**config.mk**
```make
export PLATFORM = sky130hd
export DESIGN_NAME = fpmult_round_pipe
export DESIGN_NICKNAME = d
export VERILOG_FILES = /design/src/rtl/fpmult_round_pipe.sv
export SDC_FILE = /design/constraint.sdc
export NUM_CORES = 1
export LEC_CHECK = 0
export CAP_MARGIN = 10
export CORE_ASPECT_RATIO = 2
export CORE_UTILIZATION = 35
export DETAILED_ROUTE_END_ITERATION = 7
export DONT_BUFFER_PORTS = 1
export SETUP_SLACK_MARGIN = 0.4
export SLEW_MARGIN = 40
export SYNTH_ARGS = -nofsm -noshare
export SYNTH_HDL_FRONTEND = slang
export SYNTH_SLANG_ARGS = --single-unit
export TNS_END_PERCENT = 50
```
**constraint.sdc**
```tcl
create_clock -name clk -period 7.27 [get_ports clk]
set_input_delay 1.454 -clock clk [delete_from_list [all_inputs] [get_ports clk]]
set_output_delay 1.454 -clock clk [all_outputs]
set_load 0.1 [all_outputs]
```
**src/rtl/fpmult_round_pipe.sv**
```systemverilog
// fpmult_round_pipe: two-stage rounding back end for a floating-point multiplier.
// Stage 1 takes a normalised mantissa/exponent with guard, round and sticky bits
// and decides whether to round up. Stage 2 applies the increment, folds a
// mantissa carry-out into the exponent and flags exponent overflow.
//
// Handshake: a beat moves across a boundary only on a cycle where the sender's
// valid and the receiver's ready are both 1. A valid beat is held with its data
// stable until taken. in_ready is combinational from pipe occupancy and
// out_ready; out_valid and all output data come straight from flops.
module fpmult_round_pipe #(
    parameter int MW = 23,
    parameter int EW = 9
) (
    input  logic          clk,
    input  logic          rst,
    input  logic          in_valid,
    output logic          in_ready,
    input  logic [MW-1:0] NormM,
    input  logic [EW-1:0] NormE,
    input  logic          Sign,
    input  logic          G,
    input  logic          R,
    input  logic          S,
    input  logic [1:0]    Mode,
    output logic          out_valid,
    input  logic          out_ready,
    output logic [MW-1:0] RoundM,
    output logic [EW-1:0] RoundE,
    output logic          SignOut,
    output logic          Inexact,
    output logic          Overflow
);

    // Largest finite biased exponent plus one: 0 followed by EW-1 ones.
    localparam logic [EW-1:0] OVF_THRESH = {1'b0, {(EW-1){1'b1}}};

    localparam logic [1:0] MODE_RNE = 2'd0;
    localparam logic [1:0] MODE_RTZ = 2'd1;
    localparam logic [1:0] MODE_RUP = 2'd2;
    localparam logic [1:0] MODE_RDN = 2'd3;

    // Stage 1 state
    logic          s1_valid_q;
    logic [MW-1:0] s1_m_q;
    logic [EW-1:0] s1_e_q;
    logic          s1_sign_q;
    logic          s1_up_q;
    logic          s1_inexact_q;

    // Stage 2 (output) state
    logic          s2_valid_q;
    logic [MW-1:0] s2_m_q;
    logic [EW-1:0] s2_e_q;
    logic          s2_sign_q;
    logic          s2_inexact_q;
    logic          s2_ovf_q;

    // Next-state values
    logic          s1_up_d;
    logic          s1_inexact_d;
    logic          s2_carry;
    logic [MW-1:0] s2_m_d;
    logic [EW-1:0] s2_e_d;
    logic          s2_ovf_d;

    // Advance control
    logic          s2_load;
    logic          s1_load;

    // Stage 2 takes a new beat (or a bubble) when empty or being drained;
    // stage 1 can refill whenever it is empty or its beat is moving on.
    always_comb begin
        s2_load = !s2_valid_q || out_ready;
        s1_load = !s1_valid_q || s2_load;
    end

    assign in_ready = s1_load;

    // Round-up decision from the incoming beat's mode, sign and G/R/S bits.
    always_comb begin
        s1_inexact_d = G | R | S;
        s1_up_d      = 1'b0;
        case (Mode)
            MODE_RNE: s1_up_d = G & (R | S | NormM[0]);
            MODE_RTZ: s1_up_d = 1'b0;
            MODE_RUP: s1_up_d = ~Sign & s1_inexact_d;
            MODE_RDN: s1_up_d = Sign & s1_inexact_d;
            default:  s1_up_d = 1'b0;
        endcase
    end

    // Increment the mantissa; an all-ones mantissa rounding up wraps to zero
    // and bumps the exponent (modulo 2^EW, no saturation).
    always_comb begin
        s2_carry = s1_up_q & (&s1_m_q);
        if (s2_carry) begin
            s2_m_d = '0;
            s2_e_d = s1_e_q + {{(EW-1){1'b0}}, 1'b1};
        end else begin
            s2_m_d = s1_m_q + {{(MW-1){1'b0}}, s1_up_q};
            s2_e_d = s1_e_q;
        end
        s2_ovf_d = (s2_e_d >= OVF_THRESH);
    end

    // Stage 1 register: capture decision and data for an accepted beat.
    always_ff @(posedge clk or posedge rst) begin
        if (rst) begin
            s1_valid_q   <= 1'b0;
            s1_m_q       <= '0;
            s1_e_q       <= '0;
            s1_sign_q    <= 1'b0;
            s1_up_q      <= 1'b0;
            s1_inexact_q <= 1'b0;
        end else if (s1_load) begin
            s1_valid_q <= in_valid;
            if (in_valid) begin
                s1_m_q       <= NormM;
                s1_e_q       <= NormE;
                s1_sign_q    <= Sign;
                s1_up_q      <= s1_up_d;
                s1_inexact_q <= s1_inexact_d;
            end
        end
    end

    // Stage 2 register: capture the rounded result when stage 1 moves on.
    always_ff @(posedge clk or posedge rst) begin
        if (rst) begin
            s2_valid_q   <= 1'b0;
            s2_m_q       <= '0;
            s2_e_q       <= '0;
            s2_sign_q    <= 1'b0;
            s2_inexact_q <= 1'b0;
            s2_ovf_q     <= 1'b0;
        end else if (s2_load) begin
            s2_valid_q <= s1_valid_q;
            if (s1_valid_q) begin
                s2_m_q       <= s2_m_d;
                s2_e_q       <= s2_e_d;
                s2_sign_q    <= s1_sign_q;
                s2_inexact_q <= s1_inexact_q;
                s2_ovf_q     <= s2_ovf_d;
            end
        end
    end

    assign out_valid = s2_valid_q;
    assign RoundM    = s2_m_q;
    assign RoundE    = s2_e_q;
    assign SignOut   = s2_sign_q;
    assign Inexact   = s2_inexact_q;
    assign Overflow  = s2_ovf_q;

endmodule
```
# After elaboration in Yosys (flattened, before gate mapping)

Index checks and enable logic that the tools add are counted.

Register bits after elaboration: 72
Input port bits: 42
Output and inout bits: 37
Word-level logic and storage cells: 38

$add $sub $neg: 2
Magnitude comparators: 1
Equality and inequality tests: 3
Multiplexer cells: 3
Bitwise gates (word level): 9
Reduce and logical (&&, ||, !) cells: 8

Operator list:

| kind                | number |
|---|---|
| $add 23x1->23       | 1 |
| $mux 23             | 1 |
| $reduce_and 23->1   | 1 |
| $add 9x1->9 const B | 1 |
| $ge 9x8->1 const B  | 1 |
| $mux 9              | 1 |
| $and 1x1->1         | 4 |
| $eq 2x2->1 const B  | 2 |
| $or 1x1->1          | 4 |
| $pmux 1 s4          | 1 |
| $reduce_and 2->1    | 2 |
| $eq 2x1->1 const B  | 1 |
| $logic_not 1->1     | 2 |
| $logic_not 2->1     | 1 |
| $logic_or 1x1->1    | 2 |
| $not 1->1           | 1 |

# Longest topological paths before layout

Word-level depth: 4
Gate-level depth with buffers: 7
Depth with buffers taken out: 6

# Worst setup path after synthesis

No wires, ideal clock.

Path type: input port to flip-flop
Start point: input port out_ready
End point: register s1_e_q[6]
Library setup time: 0.125 ns
Arrival: 3.656 ns
Data required time: 7.145 ns
Path slack: 3.489 ns
Stages on the path: 4
Cells stage by stage: nand3b_1 > nand2_1 > clkbuf_1 > mux2_2

Cells in the longest elaborated chain, start to end: 3

Ends and longest elaborated chain:

| item                              | RTL line | text |
|---|---|---|
| start: declaration                | 26       | `input logic out_ready,` |
| $logic_or 1x1->1                  | 73       | `s2_load = !s2_valid_q \|\| out_ready;` |
| $logic_or 1x1->1                  | 74       | `s1_load = !s1_valid_q \|\| s2_load;` |
| $reduce_and 2->1 (no source line) | n/a      |  |
| end signal: assignment            | 119      | `s1_e_q <= NormE;` |
| end: declaration                  | 45       | `logic [EW-1:0] s1_e_q;` |

No other way between the ends.
A chain may end at the register's enable or synchronous reset.

# Final worst setup path

Start point: input port out_ready
End point: output port in_ready

Cells in the longest elaborated chain, start to end: 2

Ends and longest elaborated chain:

| item             | RTL line | text |
|---|---|---|
| $logic_or 1x1->1 | 73       |  |
| $logic_or 1x1->1 | 74       |  |
| end: declaration | 17       | `output logic in_ready,` |

No other way between the ends.

==> impl_metrics.tcl <==
set metrics [dict create \
    status "finished, final reports clean" \
    p_seq_share_pct 59.1 \
    grt_max_degree 73 \
    grt_pass1_wl_um 13200 \
    syn_area_per_cell_sq_um 10.9 \
    syn_inst 320 \
    synth-seq-cells 72 \
    slew_headroom_pct 40.4 \
    routed_via_density 5.23 \
    max_freq_mhz 298 \
    grt_pass1_vias 2564 \
    rsz0062_at_grt "no" \
    met1_usage_pct 17.2 \
    rows 51 \
    drc_errors 0 \
    track_usage_pct 17.1 \
    finalSetupViolations 0 \
    powerDensity_nw_per_um2 373 \
    portBuffers 0 \
    switching_share_pct 43.4 \
    cts_buffers 9 \
    detail-route-antenna-nets 0 \
    grt_remaining_overflow 0 \
    core_sq_um 9700 \
    wl_um 8010 \
    cp_max_fo 3 \
    cts.sinks 72 \
    clk_path_buf_depth 2 \
    synth_area_leaders "dfrtp_1 52%, mux2_2 12%, nand2_1 5.8%, o21ai_0 3.7%, xor2_1 3.5%" \
    drtIter0Drc 123 \
    finalNetCount 365 \
    cap_viol_max_count 0 \
    crit_path_top_delay_cell "buf_8" \
    fin_crit_ns 3.36 \
    ctsRootBufferMaster "clkbuf_16" \
    switchingPower_w 0.000647 \
    path_clk_slew_ns 0.06 \
    top_usage_layer "met2" \
    hold_viol 0 \
    min_period_over_period_pct 46.2 \
    cts_resized 0 \
    cts_tree "yes" \
    path_delay_family "buffers and inverters" \
    worst_ep_arrival_time_ns 1.90 \
    antennaDiodeCount 0 \
    p_leak_nw 1.54 \
    cpPeakStageDelay_ns 0.24 \
    critPathRequiredTime_ns 5.82 \
    worst_slew_pin_slew_ns 0.894 \
    die_y_um 143 \
    crit_type "in -> out" \
    global_route.usage.met3_pct 4.94 \
    cp-start-kind "input port" \
    wl_per_cell_um 17.5 \
    dp_hpwl_um 5720 \
    vias 2392 \
    synth_cell_types 38 \
    drt_first_pass_iters 6 \
    drv_slew 0 \
    hold_slack_ns 0.475 \
    syn_area_sq_um 3490 \
    path_buf_inv 1 \
    gp_congestion 0.754 \
    start_util_pct 35.9 \
    ir_drop_v 0.000130 \
    holdBufCountCts 0 \
    yosysSeqAreaShare_pct 51.7 \
    power_frac_clock_pct 30.6 \
    yosys.area.top_type_share_pct 51.7 \
    postCtsSetupBuffers 0 \
    clkLatencyLatePin_ns 0.33 \
    min_path_type "reg -> reg" \
    clock_skew_ns 0.00530 \
    crit_path_end_kind "output port" \
    grtUsageMet2_pct 31.5 \
    yosysTopAreaCell "dfrtp_1" \
    htreeDepth 3 \
    drive_gt1_share_pct 32.0 \
    final.fill_count 971 \
    ys.warnings.count 0 \
    io_pins 79 \
    synth.net_count 365 \
    final.setup.tns_ns 0 \
    crit_chain "nand3b_1 > buf_8" \
    internal_power_w 0.000842 \
    p_comb_share_pct 10.3 \
    grt_antenna_before_repair 0 \
    die_x_um 72.6 \
    fin_util_pct 41.2 \
    synthToLayoutAreaGrowth_pct 14.6 \
    fp.dieArea_sq_um 10400 \
]
==> worst paths after layout <==
| check | startpoint | endpoint | slack, ns | cells after the start |
|---|---|---|---|---|
| max | out_ready | in_ready | 3.91 | 2 |
| min | s1_sign_q | SignOut | 0.47 | 2 |
| max reg2reg | s1_m_q[13] | Overflow | 4.52 | 5 |
| min reg2reg | s1_sign_q | SignOut | 0.47 | 2 |
| max in group asynchronous | rst | RoundM[19] | 5.60 | 2 |
| min in group asynchronous | rst | RoundM[6] | 1.17 | 2 |
==> state kept, by name (all words and copies together) (netlist names) <==
register      count
Inexact           1
RoundM           23
RoundE            9
s1_sign_q         1
Overflow          1
s1_up_q           1
s1_valid_q        1
s1_m_q           23
s1_e_q            9
SignOut           1
out_valid         1
s1_inexact_q      1
==> synthesized netlist by cell type <==
cell,number
dfrtp_1,72
nand2_1,54
mux2_2,37
o21ai_0,26
xor2_1,14
clkbuf_1,12
nand3_1,12
xnor2_1,12
nand4_1,11
nor2_1,8
and4_1,6
o21ai_1,6
o31ai_1,5
nor4_1,4
and2_1,3
and3_1,3
ha_1,3
inv_1,3
nand2b_1,3
nor3_1,3
nor4_4,3
buf_2,2
mux2i_1,2
nor4_2,2
a21oi_1,1
a222oi_1,1
a31o_2,1
buf_4,1
buf_6,1
nand3b_1,1
nand4_2,1
nor2_2,1
nor2b_1,1
o211ai_1,1
o21a_1,1
o32ai_1,1
o41ai_1,1
or4_4,1
==> logic make-up (layout without fill, tap and decap cells) <==
kind of cell	Yosys count	in the layout	share of synthesized area, %
adders and majority gates	3	3	1.08
and+or+nand+nor	117	117	18.4
DFF	72	72	51.7
AOI/OAI and AO/OA	44	44	7.29
buffers and inverters	19	24	2.44
muxes	39	39	12.5
xor gates and xnor gates	26	26	6.53
==> tightest hold or removal path, delay by kind of cell (launching register included) <==
family | cells | cell delay [ns]
AND/OR/NAND/NOR | 2 | 0.10
flip-flops | 1 | 0.34
==> cells in the final DEF (no fill, tap or decap), types with 2 or more instances in the layout <==
master and n:
nand2_1 54, dfrtp_1 37, mux2_2 37, dfrtp_2 35
o21ai_0 26, xor2_1 14, nand3_1 12, xnor2_1 12
nand4_1 11, clkbuf_16 9, nor2_1 8, and4_1 6
o21ai_1 6, o31ai_1 5, nand2b_1 3, and2_1 3
and3_1 3, nor4_2 3, nor3_1 3, nor4_4 3
nor4_1 3, ha_1 3, clkbuf_8 3, buf_4 3
mux2i_1 2, inv_1 2
==> metal layers <==
metal  share of wire, %  routed length [um]  up-vias
met4                2.6                 210        0
li1                   -                   -     1133
met3                4.5                 363       13
met1                 36                2910     1180
met5                  0                   0        -
met2                 57                4530       66
==> cell type report <==
cell class / instances / area (sq um) / share of cell area (%)
Clock buffer: 12 / 267 / 6.67
Clock inverter: 4 / 51.3 / 1.28
Inverter: 3 / 11.3 / 0.282
Multi-Input combinational cell: 229 / 1610 / 40.2
Sequential cell: 72 / 1850 / 46.2
Tap cell: 132 / 165 / 4.14
Timing Repair Buffer: 5 / 48.8 / 1.22
==> through the flow <==
stage | instances | area, sq um | setup slack (ns) | total power [W]
after floorplan | 320 | 3490 | 3.49 | 0.000982
after global placement | 440 | 3610 | 3.52 | 0.00102
after detailed placement | 441 | 3650 | 3.91 | 0.00104
after CTS | 457 | 3970 | 3.90 | 0.00150
after global routing | 457 | 3990 | 3.89 | 0.00156
final | 457 | 3990 | 3.91 | 0.00149
==> power groups by stage <==
stage / Clock [W] / Sequential [W] / Combinational [W]
after CTS: 0.000470 / 0.000875 / 0.000157
after global placement: 0 / 0.000874 / 0.000149
final: 0.000456 / 0.000880 / 0.000153
after floorplan: 0 / 0.000852 / 0.000130
after global routing: 0.000488 / 0.000892 / 0.000176
after detailed placement: 0 / 0.000882 / 0.000157
Power figures use the tool's default switching activity.
